**src/rtl/bcd_pkg.sv**
```systemverilog
`default_nettype none
// ============================================================================
// Module   : bcd_pkg
// Desc     : Shared constants, FSM state encoding and elaboration-time helper
//            functions for the BCD-to-binary converter.
// Revision : 1.0  initial release
// ============================================================================
package bcd_pkg;

    // Default number of packed BCD digits (hundreds/tens/ones)
    localparam int DEFAULT_DIGITS = 3;

    // Largest legal value of a single BCD digit
    localparam logic [3:0] BCD_DIGIT_MAX = 4'd9;

    // Converter control states
    typedef enum logic [1:0] {
        IDLE  = 2'd0,
        SHIFT = 2'd1,
        DONE  = 2'd2,
        ERR   = 2'd3
    } state_t;

    // Ceiling log2; clog2(1) = 0
    function automatic int clog2(input longint unsigned v);
        int r;
        longint unsigned x;
        r = 0;
        x = (v > 0) ? v - 1 : 0;
        while (x > 0) begin
            r = r + 1;
            x = x >> 1;
        end
        return r;
    endfunction

    // 10 to the power n, used to size the binary accumulator
    function automatic longint unsigned pow10(input int n);
        longint unsigned p;
        p = 1;
        for (int i = 0; i < n; i++) begin
            p = p * 10;
        end
        return p;
    endfunction

endpackage
`default_nettype wire

```
**src/rtl/bcd_digit_adj.sv**
```systemverilog
`default_nettype none
// ============================================================================
// Module   : bcd_digit_adj
// Desc     : Single-digit correction for reverse double dabble. After a right
//            shift, a digit of 8 or more has borrowed a 1 that was worth 10
//            rather than 16 in the digit above, so 3 is subtracted.
// Revision : 1.0  initial release
// ============================================================================
module bcd_digit_adj (
    input  logic [3:0] d,
    output logic [3:0] q
);

    assign q = (d >= 4'd8) ? (d - 4'd3) : d;

endmodule
`default_nettype wire

```
**src/rtl/bcd_to_bin.sv**
```systemverilog
`default_nettype none
// ============================================================================
// Module   : bcd_to_bin
// Desc     : Sequential BCD-to-binary converter (reverse double dabble), one
//            shift-and-correct step per clock. Result, overflow and error
//            flags are valid in the done cycle and held until replaced by the
//            next conversion result.
// Options  : BCD2BIN_SAT_EN - when defined, an overflowing result saturates
//            bin to all ones; otherwise bin is the value modulo 2^BIN_W.
// Revision : 1.0  initial release
// ============================================================================
module bcd_to_bin
    import bcd_pkg::*;
#(
    parameter int DIGITS = DEFAULT_DIGITS,
    parameter int BIN_W  = 8
) (
    input  logic                  clk,
    input  logic                  rst,
    input  logic                  start,
    input  logic [4*DIGITS-1:0]   bcd,
    output logic                  busy,
    output logic                  done,
    output logic [BIN_W-1:0]      bin,
    output logic                  ovf,
    output logic                  err
);

    localparam int c_BCD_W = 4 * DIGITS;
    localparam int c_ACC_W = clog2(pow10(DIGITS));
    localparam int c_CNT_W = clog2(c_ACC_W + 1);

    state_t               r_state;
    state_t               w_state_next;
    logic [c_BCD_W-1:0]   r_bcd;
    logic [c_BCD_W-1:0]   w_bcd_sh;
    logic [c_BCD_W-1:0]   w_bcd_adj;
    logic [c_ACC_W-1:0]   r_acc;
    logic [c_ACC_W-1:0]   w_acc_next;
    logic [c_CNT_W-1:0]   r_cnt;
    logic [DIGITS-1:0]    w_digit_bad;
    logic                 w_in_bad;
    logic                 w_last_step;
    logic                 w_ovf;
    logic [BIN_W-1:0]     w_bin_trunc;
    logic [BIN_W-1:0]     w_bin_res;
    logic                 r_busy;
    logic [BIN_W-1:0]     r_bin;
    logic                 r_ovf;
    logic                 r_err;

    // One right shift of the work register {r_bcd, r_acc}
    assign w_bcd_sh   = {1'b0, r_bcd[c_BCD_W-1:1]};
    assign w_acc_next = {r_bcd[0], r_acc[c_ACC_W-1:1]};

    // Per-digit input validation and post-shift correction
    generate
        for (genvar gi = 0; gi < DIGITS; gi++) begin : g_digit
            assign w_digit_bad[gi] = (bcd[4*gi +: 4] > BCD_DIGIT_MAX);

            bcd_digit_adj u_adj (
                .d (w_bcd_sh[4*gi +: 4]),
                .q (w_bcd_adj[4*gi +: 4])
            );
        end
    endgenerate

    assign w_in_bad    = |w_digit_bad;
    assign w_last_step = (r_cnt == c_CNT_W'(c_ACC_W - 1));

    // Overflow detection and truncated result from the final accumulator value
    assign w_bin_trunc = BIN_W'(w_acc_next);
    generate
        if (BIN_W >= c_ACC_W) begin : g_ovf_none
            assign w_ovf = 1'b0;
        end else begin : g_ovf_chk
            assign w_ovf = |w_acc_next[c_ACC_W-1:BIN_W];
        end
    endgenerate

`ifdef BCD2BIN_SAT_EN
    assign w_bin_res = w_ovf ? {BIN_W{1'b1}} : w_bin_trunc;
`else
    assign w_bin_res = w_bin_trunc;
`endif

    // State register
    always_ff @(posedge clk) begin
        if (!rst) begin
            r_state <= IDLE;
        end else begin
            r_state <= w_state_next;
        end
    end

    // Next-state logic
    always_comb begin
        w_state_next = r_state;
        case (r_state)
            IDLE:    if (start) w_state_next = w_in_bad ? ERR : SHIFT;
            SHIFT:   if (w_last_step) w_state_next = DONE;
            DONE:    w_state_next = IDLE;
            ERR:     w_state_next = IDLE;
            default: w_state_next = IDLE;
        endcase
    end

    // Datapath: capture on accept, shift/correct per step, latch results
    always_ff @(posedge clk) begin
        if (!rst) begin
            r_bcd  <= '0;
            r_acc  <= '0;
            r_cnt  <= '0;
            r_busy <= 1'b0;
            r_bin  <= '0;
            r_ovf  <= 1'b0;
            r_err  <= 1'b0;
        end else begin
            case (r_state)
                IDLE: begin
                    if (start) begin
                        if (w_in_bad) begin
                            r_err <= 1'b1;
                            r_ovf <= 1'b0;
                            r_bin <= '0;
                        end else begin
                            r_bcd  <= bcd;
                            r_acc  <= '0;
                            r_cnt  <= '0;
                            r_busy <= 1'b1;
                        end
                    end
                end
                SHIFT: begin
                    r_bcd <= w_bcd_adj;
                    r_acc <= w_acc_next;
                    r_cnt <= r_cnt + c_CNT_W'(1);
                    if (w_last_step) begin
                        r_busy <= 1'b0;
                        r_bin  <= w_bin_res;
                        r_ovf  <= w_ovf;
                        r_err  <= 1'b0;
                    end
                end
                default: ;
            endcase
        end
    end

    assign busy = r_busy;
    assign done = (r_state == DONE) || (r_state == ERR);
    assign bin  = r_bin;
    assign ovf  = r_ovf;
    assign err  = r_err;

endmodule
`default_nettype wire

```
**config.mk**
```make
export PLATFORM = sky130hd
export DESIGN_NAME = bcd_to_bin
export DESIGN_NICKNAME = d
export VERILOG_FILES = /design/src/rtl/bcd_pkg.sv /design/src/rtl/bcd_digit_adj.sv /design/src/rtl/bcd_to_bin.sv
export SDC_FILE = /design/constraint.sdc
export NUM_CORES = 1
export LEC_CHECK = 0
export BUFFER_PORTS_ARGS = -buffer_cell sky130_fd_sc_hd__buf_2
export CAP_MARGIN = 0
export CORE_MARGIN = 2
export CORE_UTILIZATION = 55
export CTS_CLUSTER_SIZE = 30
export DETAILED_ROUTE_END_ITERATION = 6
export PLACE_DENSITY_LB_ADDON = 0.2
export SLEW_MARGIN = 40
export SYNTH_ARGS = -nofsm -noshare
export SYNTH_HDL_FRONTEND = slang
export SYNTH_HIERARCHICAL = 1
export SYNTH_SLANG_ARGS = --single-unit
export TNS_END_PERCENT = 20
```
**constraint.sdc**
```tcl
create_clock -name clk -period 3 [get_ports clk]
set_input_delay 0.6 -clock clk [delete_from_list [all_inputs] [get_ports clk]]
set_output_delay 0.6 -clock clk [all_outputs]
set_load 0.1 [all_outputs]
```
# --- After elaboration in Yosys (flattened, before gate mapping) ---
# Index checks and enable logic that the tools add are counted.
totals:
  regBits: 39
  inputBits: 15
  elab_cells: 67
classes:
  add_sub_neg: 4
  magnitude_cmp: 6
  eq_ne: 8
  muxes: 31
  reduce_logical: 10
op_table:
  columns: ["op", "count"]
  rows:
  - ["$mux W12", 2]
  - ["$mux W8", 3]
  - ["$pmux W12 S2", 1]
  - ["$mux W10", 2]
  - ["$mux W4", 5]
  - ["$pmux W10 S2", 1]
  - ["$pmux W8 S2", 1]
  - ["$gt A4 B4 Y1 const B", 3]
  - ["$ge A4 B4 Y1 const B", 2]
  - ["$mux W1", 8]
  - ["$ne A2 B2 Y1 const B", 4]
  - ["$pmux W4 S2", 1]
  - ["$reduce_and A4 Y1", 2]
  - ["$sub A4 B2 Y4 const B", 2]
  - ["$mux W2", 3]
  - ["$pmux W1 S2", 3]
  - ["$pmux W2 S3", 1]
  - ["$add A4 B1 Y4 const B", 1]
  - ["$eq A2 B2 Y1 const B", 2]
  - ["$eq A4 B4 Y1 const B", 1]
  - ["$ge A3 B4 Y1 const B", 1]
  - ["$reduce_or A2 Y1", 2]
  - ["$sub A3 B2 Y4 const B", 1]
  - ["$reduce_and A3 Y1", 1]
  - ["other kinds (6)", 6]

# --- Longest topological paths before layout ---
# Gate-level depths: netlist (run 1).
logic_depth:
  word_depth: 5
  depth_mapped: 6
  ltp_nobuf: 6

# --- Hierarchy ---
# The synthesis (run 1) kept the hierarchy.
by_module_without_submodules:
  columns: ["module", "instances", "cells_each", "area_each_um2", "seq_area_each_um2"]
  rows:
  - ["bcd_to_bin", 1, 170, 1667.8, 760.7]
  - ["bcd_digit_adj", 3, 11, 76.3, 0.0]

# --- Worst setup path before layout (run 1) ---
# Ideal clock, no wire load.
synth_timing:
  path_kind: "register to output"
  from: "reg r_state[1]"
  to: "out done"
  arrival_time_ps: 1535
  path_slack_ps: 865
  path_stages_with_launch: 2
  n_path_buf: 1
  cell_sequence: "dfxtp_1 > dlygate4sd3_1"
synth_via:
  elab_chain_cells: 2
  word_cells_on_any_way: 3
  classes_between: "eq/ne: 2; reduce/logical: 1"
synth_lines:
  columns: ["element", "line_no", "source"]
  rows:
  - ["start, declared", "bcd_to_bin.sv:33", "state_t r_state;"]
  - ["start signal, assigned", "bcd_to_bin.sv:92", "r_state <= w_state_next;"]
  - ["$eq A2 B2 Y1", "bcd_to_bin.sv:151", "assign done = (r_state == DONE) || (r_state == ERR);"]
  - ["$logic_or A1 B1 Y1 *", "bcd_to_bin.sv:151", null]
  - ["end, declared", "bcd_to_bin.sv:23", "output logic done,"]
# Mark *: on every way between the ends. The rest lies on a longest branch, timed or not.

# --- Worst setup path after layout (run 1) ---
layout_timing:
  from: "reg r_state[1]"
  to: "reg r_bin[6] (netlist: bin[6])"
layout_via:
  elab_chain_cells: 3
  word_cells_on_any_way: 8
  classes_between: "eq/ne: 4; mux: 1; reduce/logical: 3"
layout_lines:
  columns: ["element", "line_no", "source"]
  rows:
  - ["$eq A2 B1 Y1 / $logic_not A2 Y1 (equally long branches)", "bcd_to_bin.sv:119", "case (r_state)"]
  - ["$ne A2 B2 Y1 (no line) / $reduce_bool A2 Y1 (equally long branches)", null, null]
  - ["$reduce_and A4 Y1 (no line)", null, null]
  - ["end signal, assigned", "bcd_to_bin.sv:140", "r_bin <= w_bin_res;"]
  - ["end, declared", "bcd_to_bin.sv:48", "logic [BIN_W-1:0] r_bin;"]
# Parallel ways exist; a longest one is shown, timed or not.
# A chain may end at the register's enable or synchronous reset.

==> summary by stage, run 1 <==
Status
The run finished with clean final reports.

Clock tree
The number of clock sinks is 38. Once the clock tree was built, the setup fixing pass inserted 0 buffers. Clock tree synthesis selected as its root buffer the cell sky130_fd_sc_hd__clkbuf_4. For the worst-skew pair, the clock arrives at the later sink with an insertion delay of 350 ps. The total number of H-tree levels is 2. The count of cells resized by post-cts repair is 0. The number of hold buffers added after CTS is 0. The clock transition at the registers of the reported paths is 120 ps. In this run the deepest clock path goes through 2 buffers. The TritonCTS clock tree is built. The number of buffers created by CTS is 5.

Yosys
For this run, the register share of the synthesized area comes to 0.401. The synthesized design contains 0 enable-type register cells. Synthesis inferred 38 register bits.

The library cell occupying the most area in the post-synthesis netlist is sky130_fd_sc_hd__dfxtp_1. Sorting the synthesized cells by how often they occur yields sky130_fd_sc_hd__dfxtp_1, sky130_fd_sc_hd__nand2_1, sky130_fd_sc_hd__nor2_1. By area the synthesized netlist is led by sky130_fd_sc_hd__dfxtp_1, sky130_fd_sc_hd__a311oi_2, sky130_fd_sc_hd__nand2_1, sky130_fd_sc_hd__ha_1, sky130_fd_sc_hd__nor2_1. The leading register cell type out of synthesis is sky130_fd_sc_hd__dfxtp_1.

The synthesis warning total is 6. The share of synthesized area in the top cell type comes to 0.401. The cell area after synthesis is between 0.0015 and 0.002 mm².

Counting flops with an async set or reset pin after synthesis yields a share of 0. Dividing the synthesized area by the synthesized cell count gives 9.34 µm². Among all cell types in the netlist, the one instantiated most often is sky130_fd_sc_hd__dfxtp_1. Yosys mapped the design onto 37 distinct sky130hd cell types. The cell count after synthesis is just over 200.

Cells and area
0 antenna diodes ended up in the layout. The count of filler cells inserted in the layout is 306. Summing all flip-flop and latch instances after layout gives around 760 µm². The area growth from synthesis to layout is 11.3%. In the final layout, the multi-input gates occupy 0.00104 mm². The proportion of layout cells with a drive suffix above 1 is 0.270. The total number of nets in the final design is ~260.

Placement
The post-DP HPWL is 2.69 mm. At the placement stage, the worst setup path has a slack of 1100 ps. The routability congestion estimate from global placement is between 0.7 and 0.8. The count of buffers inserted at the top-level ports is 26.

Timing
The number of failing setup endpoints in the final timing report is 0. The highest clock frequency the design can meet is approximately 0.51 GHz. After routing, the total negative slack on setup checks comes to 0 ps. The total count of max-transition violations in the final report was 0. Setup repair after global routing left no endpoint under its margin. The clock skew is 5.98 ps. In the finished design, the share of the clock period the worst path needs comes to 0.653. The worst hold margin is 482 ps. The hold violation total from the final report came to 0.

At the pin with the least slew margin, the transition time is 744 ps. Subtracting the final worst setup slack from the clock period gives 1960 ps. The relative max-transition margin is 0.504. The worst path setup slack after routing is 1040 ps.

Power and ir drop
The share of total power in the clock network is 0.266. The share of total power dissipated in sequential elements is 0.521. Of the total power, the share spent switching nets is 0.325. Of the total power, combinational logic draws 0.213. Summing internal, switching and leakage power gives 1.08 mW. Internal power comes to 0.730 mW. Summed over all nets, the switching power comes to 0.352 mW. The analysis attributes to cell leakage a power of between 0.8 and 0.9 nW. Across the VDD grid, the largest voltage drop is around 0.34 mV. The power per standard cell area is about 510 mW/mm².

Detailed routing
The post-detailed-route wirelength per cell is 13.4 µm. The aggregate routed wire length is 3.74 mm. The DRC marker count from the first detailed-route iteration is between 50 and 60. After detailed routing, the number of vias per cell comes to 5.43. The detail route stage leaves a number of antenna-violating nets equal to 0. In the routed design, unresolved DRC markers number 0.

Across all layers, the routed design uses between 1500 and 2000 vias. The first TritonRoute pass finished after 5 iterations.

Global route
The via count of the first global-routing pass is about 1500. The largest net degree at the start of global routing is 25. The first-pass GRT wire length is 6.45 mm.

The initial antenna violation count came to 0. Global routing finished with a remaining overflow of 0. In the global route stage, overall resource usage came out at 0.207.

Worst setup path
The critical register-to-register path startpoint is r_state[1]. The kind of critical path is reg2reg. The arrival time at the worst endpoint is 2250 ps. The top fanout value on the critical path is 18. Counting cells, the worst reg-to-reg path comes to 4.

Data on the critical path is required at its endpoint by 3300 ps. The beginning of the critical path is r_state[1]. The worst setup path is launched from a flip-flop. STA classifies the critical path endpoint as a flip-flop.

Die
The die span in x is 62.7 µm. The vertical die dimension is between 60 and 70 µm. For this configuration, the core starts out at a cell density of 0.568.

The die covers 0.00393 mm². The number of primary I/O pins is 27. After floorplanning, the core was divided into 21 placement rows.

The region available for standard cell placement spans 0.00334 mm².

Job
The number of maximum-capacitance violations is 0.

Hold path
The origin of the worst min-delay path is r_acc[1]. The min-delay analysis places its worst path in the category reg2reg. The worst hold path cell count is 1.
critical path, stage by stage, from the launching register on:
cell and delay (ps):
sky130_fd_sc_hd__dfxtp_1 430, sky130_fd_sc_hd__nand2b_1 620, sky130_fd_sc_hd__o21ai_1 260, sky130_fd_sc_hd__nor2_2 370, sky130_fd_sc_hd__a22o_1 230
logic make-up after synthesis:
kind of cell             after synthesis  synth area share
AO/OA/AOI/OAI                         52             0.266
XOR/XNOR                               6            0.0277
adder cells (fa/ha/maj)                8            0.0528
buffers and inverters                 20            0.0567
flip-flops                            38             0.401
other                                  1           0.00198
AND/OR/NAND/NOR                       78             0.194
flip-flops by register name (all words and copies together), names as in the netlist:
signal,cells
bin,8
err,1
r_state,2
ovf,1
r_cnt,4
r_acc,9
r_bcd,12
busy,1
area by class of cell:
type                    instances  area share
multi-input cells             149       0.494
flip-flops and latches         38       0.360
repair buffers                 29      0.0723
well taps                      46      0.0273
clock buffers                   6      0.0243
inverters                       9      0.0160
clock inverters                 2     0.00592
power groups by stage:
stage	sequential, mW	clock, mW	combinational (mW)
after floorplan	0.583	0	0.180
after global routing	0.569	0.324	0.253
after global placement	0.573	0	0.221
after CTS	0.564	0.300	0.232
after detailed placement	0.576	0	0.230
final	0.564	0.287	0.230
per-stage QoR:
step / instances / area, µm² / util
after floorplan: 207 / 1910 / -
after global placement: 271 / 2050 / 0.614
after detailed placement: 271 / 2050 / 0.614
after CTS: 279 / 2110 / 0.633
after global routing: 279 / 2110 / 0.633
final: 279 / 2110 / 0.633
worst paths after layout:
check | slack, ps | end
worst max-delay path | 1040 | bin[6]
worst min-delay path | 480 | bin[0]
worst max register to register | 1040 | bin[6]
worst min register to register | 480 | bin[0]
metal layers:
layer	vias up	wire [µm]	track usage
met1	723	1660	0.240
met3	5	138	0.0613
met2	27	1890	0.366
li1	761	-	-
met5	-	0	0
met4	0	51	0.0639
cell usage in the layout, fill, tap and decap left out, types with 6 or more instances in the layout:
cell / synthesis / layout
sky130_fd_sc_hd__nor2_1: 25 / 25
sky130_fd_sc_hd__a21oi_1: 6 / 6
sky130_fd_sc_hd__inv_1: 8 / 8
sky130_fd_sc_hd__ha_1: 8 / 8
sky130_fd_sc_hd__a22o_1: 9 / 9
sky130_fd_sc_hd__buf_2: 6 / 26
sky130_fd_sc_hd__a311oi_2: 8 / 8
sky130_fd_sc_hd__dfxtp_1: 38 / 38
sky130_fd_sc_hd__nand2_1: 28 / 28
sky130_fd_sc_hd__nor2_2: 9 / 9
sky130_fd_sc_hd__a22oi_1: 9 / 9
(Power assumes the default switching activity.)
==> run 2: changes to the inputs <==
CORE_UTILIZATION = 51   (was 55)
clock period = 1.59 ns   (was 3 ns; I/O delays follow)
==> run 2 against run 1 <==
Against the previous run: cell count is 3.9% higher; total power is 130% higher; die area is 7.3% higher; sequential power is 88% higher; global-route usage is 1.4 points lower; combinational power is 110% higher; hold slack worse by 190 ps; register-to-register slack worse by 950 ps; largest cell class unchanged.
==> summary by stage, run 2 (synthesis gave the netlist of run 1 again) <==
Worst setup path
The top fanout value on the critical path came to 9 (-9). STA classifies the critical path startpoint as a flip-flop. The worst setup path is of the reg2reg kind. The register-to-register path setup slack was 90 ps (-950 ps).

The required arrival time at the worst endpoint is 1770 ps (-1530 ps). The arrival time at the worst endpoint came to 1680 ps (-570 ps). The element type at the critical path end is a flip-flop.

Timing
Setup repair after global routing left no endpoint under its margin. The clock skew is 5.92 ps (-0.0584 ps). The highest clock frequency the design can meet came to 0.665 GHz (+30%).

The setup TNS after final layout is 0 ps (unchanged). The hold violation total from the final report is 0 (unchanged). The worst path setup slack after routing is 86.5 ps (-954 ps). The period utilization is 0.946 (+0.293). The number of failing setup endpoints in the final timing report was 0 (unchanged). The time the worst path needs with I/O delays and setup is 1500 ps (-456 ps). The total count of max-transition violations in the final report was 0 (unchanged).

Detailed routing
The DRC marker count from the first detailed-route iteration is 82 (+39%). The average vias per placed instance came to 5.21 (-4.2%). The DRC violation count after routing is 0 (unchanged). The post-detailed-route wirelength per cell came to 12.7 µm (-5.6%). The total vias in the final route came to 1510 (-0.40%). The number of detailed-routing iterations run before antenna repair is 4 (-1). The aggregate routed wire length is 3.67 mm (-1.9%). The antenna violation net count after detailed routing is 0 (unchanged).

Clock tree
The number of hold buffers added after CTS was 0 (unchanged). The clock root buffer is sky130_fd_sc_hd__clkbuf_8. The number of clock sinks came to 38 (unchanged). The TritonCTS clock tree is built.

The clock latency on the worst-skew pair is 290 ps (-60 ps). The clock transition at the registers of the reported paths is 80 ps (-40 ps). The total number of H-tree levels was 2 (unchanged). The number of buffers on the longest clock path came to 2 (unchanged). The number of buffers created by CTS is 5 (unchanged).

Die
The die span in x is 65.0 µm (+3.6%). The starting utilization of the core area is 0.526 (-0.0424). The floorplan die area is 0.00422 mm² (+7.3%). The number of primary I/O pins is 27 (unchanged). The vertical die dimension is 65.0 µm (+3.6%). The area of the core came to 0.00361 mm² (+8.1%).

The number of core rows is 22 (+4.8%).

Power and ir drop
The power per standard cell area is 1100 mW/mm² (+120%). The reported leakage power is 0.930 nW (+10%). The highest ir drop seen on vdd is 0.590 mV (+74%). The power after layout is 2.52 mW (+130%).

Job
The number of maximum-capacitance violations came to 0 (unchanged).

Global route
The total global-route track usage is 0.193 (-0.0141). The leftover overflow at the end of global routing is 0 (unchanged). The via count of the first global-routing pass was 1446 (-3.0%). The largest net degree at the start of global routing is 19 (-24%). The first-pass GRT wire length was 6.38 mm (-1.2%). The initial antenna violation count is 0 (unchanged).

Cells and area
The diode insertion count for antenna repair is 0 (unchanged). The final non-filler cell total is 290 (+3.9%). Counting flops per register, the top entry is r_bcd.

The most common cell after layout, fill and taps aside is sky130_fd_sc_hd__dfxtp_1. The number of flip-flops under the largest register name is 12 (unchanged). The total number of nets in the final design is 264 (+3.5%). Relative to the synthesized area, the layout overhead comes to 20.4%. The proportion of layout cells with a drive suffix above 1 was 0.302 (+0.0313). The library cells used most frequently in the layout, excluding fill and tap cells, are sky130_fd_sc_hd__dfxtp_1, sky130_fd_sc_hd__nand2_1, sky130_fd_sc_hd__buf_2.

Placement
The routability congestion estimate from global placement was 0.774 (+1.5%). The placed cell count was 281 (+3.7%). The post-DP HPWL is 2.56 mm (-4.9%). The count of buffers inserted at the top-level ports was 26 (unchanged). The minimum setup slack after placement is 38.6 ps (-1060 ps).

Status
The run finished with clean final reports.

Hold path
The worst hold path belongs to the class in2reg.
==> run 2: cell count changes in the layout (fill, tap and decap cells not counted), moves of 2 or more <==
cell                        previous run  this run
sky130_fd_sc_hd__clkbuf_4              5         0
sky130_fd_sc_hd__clkbuf_8              1         5
sky130_fd_sc_hd__bufinv_16             0         2
sky130_fd_sc_hd__buf_4                 3        11
==> run 2: path summary, 6_finish.rpt <==
| path | from | end | cells after the start |
|---|---|---|---|
| hold / removal | bcd[0] | r_bcd[0] | 3 |
| setup reg to reg | r_state[1] | bin[0] | 4 |
| setup / recovery | r_state[1] | bin[0] | 4 |
| hold reg to reg | bin[3] | bin[3] | 1 |
==> run 2: final cells by class <==
| type | instances | area (µm²) |
|---|---|---|
| inverters | 9 | 33.8 |
| clock buffers | 5 | 68.8 |
| repair buffers | 38 | 233 |
| flip-flops and latches | 38 | 761 |
| well taps | 48 | 60.1 |
| multi-input cells | 149 | 1060 |
| clock inverters | 3 | 68.8 |
| fillers | 301 | 1320 |
==> run 2: critical path, stage by stage (launching register included) <==
cell and delay [ps]:
sky130_fd_sc_hd__dfxtp_1 350, sky130_fd_sc_hd__or3b_4 410, sky130_fd_sc_hd__a31oi_2 270, sky130_fd_sc_hd__nor2_4 120
sky130_fd_sc_hd__a22o_1 250
==> run 2: power by group <==
part	leakage, nW	internal, mW	switching [mW]
Sequential	0.310	1.00	0.0614
Combinational	0.552	0.195	0.280
Clock	0.0683	0.628	0.349
==> run 2: metal layers <==
metal  vias up  global-route usage  wire [µm]
met4         0              0.0745         52
met3         6              0.0417        126
met2        29               0.327       1740
met1       701               0.237       1750
met5         -                   0          0
li1        774                   -          -
==> run 2: metrics by stage <==
stage	utilization	hold WS, ps	instance area, µm²
2_1_floorplan	-	443	1910
3_3_place_gp	0.589	457	2120
3_5_place_dp	0.589	461	2120
4_1_cts	0.627	290	2260
5_1_grt	0.633	289	2280
6_report	0.633	291	2280
==> run 2: repair_timing <==
item / CTS / global route
setup endpoints to repair: 0 / 9
buffers inserted: 0 / 1
resized for setup: 0 / 3
